File: config.mk
export PLATFORM = sky130hd
export DESIGN_NAME = step_decoder
export DESIGN_NICKNAME = d
export VERILOG_FILES = /design/src/rtl/step_decoder_pkg.sv /design/src/rtl/step_decoder_index_decoder.sv /design/src/rtl/step_decoder.sv
export SDC_FILE = /design/constraint.sdc
export NUM_CORES = 1
export LEC_CHECK = 0
export ABC_CLOCK_PERIOD_IN_PS = 4900
export CAP_MARGIN = 20
export CORE_MARGIN = 2
export CORE_UTILIZATION = 48
export DETAILED_ROUTE_END_ITERATION = 6
export PLACE_DENSITY = 0.92
export SLEW_MARGIN = 20
export SYNTH_ARGS = -nofsm -noshare
export SYNTH_HDL_FRONTEND = slang
export SYNTH_SLANG_ARGS = --single-unit
File: constraint.sdc
create_clock -name clock -period 4.9 [get_ports clock]
set_clock_uncertainty 0.05 [all_clocks]
set_input_delay 0.735 -clock clock [delete_from_list [all_inputs] [get_ports clock]]
set_output_delay 0.735 -clock clock [all_outputs]
set_load 0.05 [all_outputs]
File: src/rtl/step_decoder_pkg.sv
// step_decoder_pkg
// Shared control definitions for the step decoder family.
//   step_mode_e  : output encoding selector (STEP_ONEHOT / STEP_THERMO)
//   MAX_SEL_W    : widest step index the shared decode helper supports
//   step_decode  : maps a step index to a one-hot or thermometer vector,
//                  sized for MAX_SEL_W; callers keep the low 2**SEL_W bits
package step_decoder_pkg;

    typedef enum logic {
        STEP_ONEHOT = 1'b0,
        STEP_THERMO = 1'b1
    } step_mode_e;

    localparam int MAX_SEL_W = 8;
    localparam int MAX_OUT_W = 2 ** MAX_SEL_W;

    // Bit b is set when it is the selected step (one-hot) or any step up to
    // and including the selected one (thermometer). Index 0 gives bit 0 only
    // in both encodings.
    function automatic logic [MAX_OUT_W-1:0] step_decode(
        input logic [MAX_SEL_W-1:0] idx,
        input logic                 mode
    );
        logic [MAX_OUT_W-1:0] v;
        v = '0;
        for (int b = 0; b < MAX_OUT_W; b++) begin
            if (mode == STEP_THERMO) begin
                v[b] = (b <= int'(idx));
            end else begin
                v[b] = (b == int'(idx));
            end
        end
        return v;
    endfunction

endpackage

File: src/rtl/step_decoder_index_decoder.sv
// index_decoder
// Purely combinational SEL_W to 2**SEL_W step decoder.
//   idx  in  SEL_W       step index to decode
//   mode in  1           0 = one-hot, 1 = thermometer
//   dec  out 2**SEL_W    decoded vector
module index_decoder
    import step_decoder_pkg::*;
#(
    parameter int SEL_W = 4
) (
    input  logic [SEL_W-1:0]      idx,
    input  logic                  mode,
    output logic [2**SEL_W-1:0]   dec
);

    localparam int OUT_W = 2 ** SEL_W;

    logic [MAX_OUT_W-1:0] full;

    // The shared helper works at the widest supported size; the index is
    // zero-extended so the bits above OUT_W always come back clear.
    always_comb begin
        full = step_decode(MAX_SEL_W'(idx), mode);
    end

    assign dec = full[OUT_W-1:0];

    // Upper bits of the shared helper result are structurally unused here.
    if (OUT_W < MAX_OUT_W) begin : g_unused
        logic unused_hi;
        assign unused_hi = ^full[MAX_OUT_W-1:OUT_W];
    end

endmodule

File: src/rtl/step_decoder.sv
// step_decoder
// Step counter with programmable wrap point, direct load and synchronous
// clear, driving a registered one-hot or thermometer decode of the step.
//   clock     in   rising-edge clock
//   clear_n   in   asynchronous active-low reset
//   clr       in   synchronous clear to step 0 (highest priority)
//   load      in   load load_idx as the next step
//   load_idx  in   SEL_W step index to load
//   step      in   advance one step
//   mode      in   0 = one-hot, 1 = thermometer
//   index     out  SEL_W current step index
//   step_out  out  2**SEL_W decoded current step
//   last      out  high while index == LAST
//   wrapped   out  one-cycle pulse after a LAST->0 step
//   err       out  one-cycle pulse after an out-of-range load
module step_decoder
    import step_decoder_pkg::*;
#(
    parameter int SEL_W = 4,
    parameter int LAST  = 2 ** SEL_W - 1
) (
    input  logic                 clock,
    input  logic                 clear_n,
    input  logic                 clr,
    input  logic                 load,
    input  logic [SEL_W-1:0]     load_idx,
    input  logic                 step,
    input  logic                 mode,
    output logic [SEL_W-1:0]     index,
    output logic [2**SEL_W-1:0]  step_out,
    output logic                 last,
    output logic                 wrapped,
    output logic                 err
);

    localparam int OUT_W = 2 ** SEL_W;
    localparam logic [SEL_W-1:0] LAST_IDX = SEL_W'(LAST);

    logic [SEL_W-1:0] next_idx;
    logic             next_wrap;
    logic             next_err;
    logic [OUT_W-1:0] next_dec;

    // Next-step selection: clr beats load beats step beats hold. An
    // out-of-range load holds the index and flags err instead of stepping.
    always_comb begin
        next_idx  = index;
        next_wrap = 1'b0;
        next_err  = 1'b0;
        if (clr) begin
            next_idx = '0;
        end else if (load) begin
            if (load_idx > LAST_IDX) begin
                next_err = 1'b1;
            end else begin
                next_idx = load_idx;
            end
        end else if (step) begin
            if (index == LAST_IDX) begin
                next_idx  = '0;
                next_wrap = 1'b1;
            end else begin
                next_idx = index + SEL_W'(1);
            end
        end
    end

    // Decoding the next index (not the current one) lets the registered
    // step_out line up with index, and re-decodes on a mode change.
    index_decoder #(
        .SEL_W (SEL_W)
    ) u_index_decoder (
        .idx  (next_idx),
        .mode (mode),
        .dec  (next_dec)
    );

    // All outputs are flops so no input reaches an output combinationally.
    always_ff @(posedge clock or negedge clear_n) begin
        if (!clear_n) begin
            index    <= '0;
            step_out <= OUT_W'(1);
            last     <= (LAST == 0);
            wrapped  <= 1'b0;
            err      <= 1'b0;
        end else begin
            index    <= next_idx;
            step_out <= next_dec;
            last     <= (next_idx == LAST_IDX);
            wrapped  <= next_wrap;
            err      <= next_err;
        end
    end

endmodule

# Yosys cells after proc, flatten, opt, wreduce, memory -nomap -nowiden
# Cells that the tools add are included.
# op_classes
add_sub_neg,1
div,0
mul,0
n_mux,28
eq_ne,17
n_reduce_logical,1
shifts,0
bitwise,0
order_cmp,16
# op_table
cell,count
"equality test 4 bit, first input constant",8
"less-or-equal comparator 4 bit, first input constant",8
two-way mux 1 bit,23
two-way mux 4 bit,5
"equality test 3 x 4 -> 1 bit, first input constant",4
"less-or-equal comparator 3 x 4 -> 1 bit, first input constant",4
"equality test 2 x 4 -> 1 bit, first input constant",2
"equality test 4 bit, second input constant",2
"less-or-equal comparator 2 x 4 -> 1 bit, first input constant",2
"adder 4 x 1 -> 4 bit, second input constant",1
"equality test 1 x 4 -> 1 bit, first input constant",1
"> comparator 4 bit, second input constant",1
"less-or-equal comparator 1 x 4 -> 1 bit, first input constant",1
zero test 4 bit,1
# totals
rom_bits,0
latch_bits,0
word_cells,68
input_bits,10
memories,0
reg_bits,23
output_inout_bits,23
mem_bits_rw,0

# Depth between registers and ports, before layout
# depth
depth_word,7
depth_mapped,8
ltp_nobuf,8

# Cells and area by module
# A second synthesis with hierarchy kept.
# unflattened
hier_cells,90
hier_area_um2,1032.2
# by_module_without_submodules
module,n_inst,area_per_inst_um2,cells_per_inst
step_decoder,1,755.7,47
index_decoder,1,276.5,43

# Worst setup path after synthesis
# Ideal clock, no wire load.
# synth_timing
path_type,flip-flop to flip-flop
startpoint,register index[0]
endpoint,register step_out[5]
slack_ns,2.743
path_stages_with_launch,8
t_required_ns,4.721
arrival_time_ns,1.978
setup_ns,0.129
n_path_buf,0
cell_sequence,dfrtp_1 -> ha_1 -> mux2_1 -> o21a_1 -> nand2_1 -> inv_2 -> a21boi_0 -> o22ai_1
# synth_between
elab_chain_len,7
# synth_lines
element,line_no,rtl
"start, declared",step_decoder.sv:29,"output logic [SEL_W-1:0] index,"
"start signal, assigned",step_decoder.sv:87,index <= next_idx;
adder 4 x 1 -> 4 bit or equality test 4 bit (tied branches),"step_decoder.sv:63, step_decoder.sv:59",
two-way mux 4 bit (*),step_decoder.sv:59,if (index == LAST_IDX) begin
two-way mux 4 bit (*),step_decoder.sv:58,end else if (step) begin
two-way mux 4 bit (*),step_decoder.sv:52,end else if (load) begin
two-way mux 4 bit (*),step_decoder.sv:50,if (clr) begin
named net next_idx[1],step_decoder.sv:39,logic [SEL_W-1:0] next_idx;
less-or-equal comparator 3 x 4 -> 1 bit or equality test 4 bit (tied branches),"step_decoder_pkg.sv:28, step_decoder_pkg.sv:30",
two-way mux 1 bit (*),step_decoder_pkg.sv:27,if (mode == STEP_THERMO) begin
named net next_dec[5],step_decoder.sv:42,logic [OUT_W-1:0] next_dec;
"end signal, assigned",step_decoder.sv:88,step_out <= next_dec;
"end, declared",step_decoder.sv:30,"output logic [2**SEL_W-1:0] step_out,"
# Mark *: on every way through the listed nets, which the timed path passes. The rest lies on a longest branch.

# Final worst setup path
# layout_timing
startpoint,input load
endpoint,register step_out[2]
# layout_between
elab_chain_len,4
# layout_lines
element,line_no,rtl
"start, declared",step_decoder.sv:25,"input logic load,"
two-way mux 4 bit (*),step_decoder.sv:52,
two-way mux 4 bit (*),step_decoder.sv:50,
named net next_idx[2],step_decoder.sv:39,
less-or-equal comparator 2 x 4 -> 1 bit or equality test 3 x 4 -> 1 bit (tied branches),"step_decoder_pkg.sv:28, step_decoder_pkg.sv:30",
two-way mux 1 bit (*),step_decoder_pkg.sv:27,
named net next_dec[2],step_decoder.sv:42,
# Marks and branches as above.

==> run metrics <==
Post-Syn Nets=108; post-synthesis xor/xnor area fraction=0%; Die Y=49.9 µm; Core Rows=16; Port Buffers=31; CTS clk-pin slew, worst paths=110 ps; RD Place Congestion=0.833; Syn Area/Cell=10.4 µm²; total wire length=2.10 mm; Area Growth Syn to Fin=34.2%; CTS Sinks=22; Fin. Hold Viols=0; PwrDens=about 300 nW/µm²; setup TNS=0 ps; Post-CTS Repair Setup Buffers=0; CP max-delay cell=clkdlybuf4s50_1; Final Setup Violations=0; largest net degree at the start of global routing=23; status=finished, final reports clean; min Tclk post-route=2480 ps; # hold bufs at CTS=0; Max-slew headroom=38.5%; antenna diode count=0; vias per cell=5.25; drt pass-1 iters=4; core box area=1980 µm²; clock share of power=23.8%; Overflow after GRT=0; gr usage total=18.1%; Initial Utilization=51.0%; Synth cell types=41; mux contribution to synthesized area=2.10%; DIE WIDTH=49.9 µm; DP HPWL=1.57 mm; Net Sw Power=0.130 mW; CP Max Fanout=11; worst hold margin=roughly 550 ps; class of the worst hold path=flop to flop; leakage power=0.583 nW; Util after Layout=between 60% and 70%; Post-CTS Resized=0; Crit. End Element=flop; Seq/Total Area, Yosys=54.6%; Total Nets Final=roughly 140; VDD IR max=258 µV; Compound-Gate Fraction of Synth Area=16.0%; Pins Over Slew Limit=0; Post-route DRC=0; Post-synth ARST share=100%; clock buffer depth=2; maximum clock rate=0.403 GHz; Post-Syn Area=about 1000 µm²; CTS H-tree depth=1; cts bufs inserted=3; Setup CP Type=primary input to flop; Yosys reg bits=22; vias in the first global route=between 700 and 800; antenna-violating nets left=0; first-pass GRT wire length=between 3 and 4 mm; Flop pwr share=48.5%; clock root cell=clkbuf_4; MaxCap Viol Count=0; largest family of logic cells by synthesized area=simple AND/OR/NAND/NOR gates; CTS tree=done; Final Cycle Share=approximately half; post-synthesis adder-cell area fraction=under 10%; Clock Latency Late Sink=310 ps; max incr delay on CP=640 ps; Sw Share=32.2%; Die Area=2490 µm²; DR vias=around 800; simple-gate share of the synthesized area=about a fifth; worst slew pin tran=920 ps; Worst EP arrival=~2700 ps; Worst Path Required=5070 ps; boundary pin count=33; Startpoint Class=primary input; unrepaired setup endpoints after global routing=false; DRT iter0 DRCs=33; share of cells above drive strength 1=11.1%; Int Power=0.274 mW; Routed wire per std cell=13.7 µm; Comb power frac=27.7%; total of warnings raised by yosys=0; initial antenna violation count=0; Post-synth EDFFs=0; dominant synthesized flop cell=dfrtp_1; critical-path cell list=clkdlybuf4s50_1, and4b_1, nor3_2, nand2_1, inv_2, nor2_4, a221oi_2; post-synthesis cell count=97
worst max-delay path, delay by kind of cell:
| family | cells | cell delay, ps |
|---|---|---|
| buffers and inverters | 2 | 850 |
| AND/OR/NAND/NOR | 4 | 810 |
| AO/OA/AOI/OAI | 1 | 260 |
synth_stat cells (all sizes together), types with 2 or more instances:
cell / count / area [µm²]
a211oi: 3 / 22.5
a21boi: 2 / 15.0
a21oi: 7 / 35.0
buf: 3 / 23.8
clkbuf: 3 / 11.3
dfrtp: 21 / 526
inv: 5 / 18.8
nand2: 12 / 45.0
nand2b: 2 / 20.0
nand3: 4 / 20.0
nor2: 5 / 26.3
nor2b: 3 / 18.8
nor3: 3 / 20.0
nor4: 2 / 18.8
o21ai: 4 / 20.0
o22ai: 2 / 12.5
area by class of cell:
| type | count | area [µm²] |
|---|---|---|
| well taps | 27 | 33.8 |
| multi-input cells | 64 | 405 |
| flip-flops and latches | 22 | 552 |
| repair buffers | 31 | 310 |
| inverters | 5 | 18.8 |
| clock buffers | 4 | 36.3 |
| fillers | 142 | 626 |
flip-flops by register name (all words and copies together) (netlist names):
register,count
step_out,16
index,4
wrapped,1
last,1
metal layers:
metal | wire length, µm | global-route usage [%]
met5 | 0 | 0
met4 | 22 | 6.48
met3 | 107 | 5.76
met2 | 1120 | 30.9
met1 | 851 | 21.1
power groups by stage:
stage / registers (mW) / clock network (mW) / logic [mW]
floorplan: 0.235 / 0 / 0.0398
global placement: 0.199 / 0 / 0.109
detailed placement: 0.200 / 0 / 0.112
CTS: 0.196 / 0.0996 / 0.112
global route: 0.197 / 0.108 / 0.118
finish: 0.196 / 0.0963 / 0.112
path summary, 6_finish.rpt:
kind / cells after the start / from / endpoint / slack, ps
hold / removal: 2 / index[3] / wrapped / 550
hold reg to reg: 2 / index[3] / wrapped / 550
min in group asynchronous: 1 / clear_n / step_out[12] / 880
max in group asynchronous: 1 / clear_n / wrapped / 3360
setup reg to reg: 7 / index[0] / step_out[5] / 2730
setup / recovery: 7 / load / step_out[2] / 2420
cells in the final DEF, fill, tap and decap left out, drive strengths merged:
| cell type | n |
|---|---|
| clkdlybuf4s50 | 31 |
| dfrtp | 21 |
| nand2 | 12 |
| a21oi | 7 |
| nor2 | 5 |
| inv | 5 |
| nand3 | 4 |
| o21ai | 4 |
| clkbuf | 4 |
| a211oi | 3 |
| nor2b | 3 |
| nor3 | 3 |
| o22ai | 2 |
| nand2b | 2 |
| a21boi | 2 |
| nor4 | 2 |
| mux2 | 1 |
| o21a | 1 |
| and4b | 1 |
| or4 | 1 |
| o211a | 1 |
| a31oi | 1 |
| or3 | 1 |
| nand4 | 1 |
| o2bb2ai | 1 |
| mux2i | 1 |
| a221oi | 1 |
| nor3b | 1 |
| a211o | 1 |
| ha | 1 |
| conb | 1 |
| dfstp | 1 |
kinds of logic (layout without fill, tap and decap cells):
group	Yosys count	count (layout)
compound gates	24	24
flops	22	22
fa+ha+maj	1	1
buf+inv	11	40
mux	2	2
simple gates	36	36
other cells	1	1
through the flow:
stage / power (mW) / setup WS [ps] / cell area (µm²) / instances
detailed placement: 0.311 / 2140 / 1320 / 149
floorplan: 0.275 / 2740 / 1010 / 97
CTS: 0.408 / 2470 / 1360 / 153
global placement: 0.308 / 2200 / 1320 / 149
finish: 0.405 / 2420 / 1360 / 153
global route: 0.424 / 2350 / 1360 / 153
No activity file was read; power rests on OpenSTA's default activity.
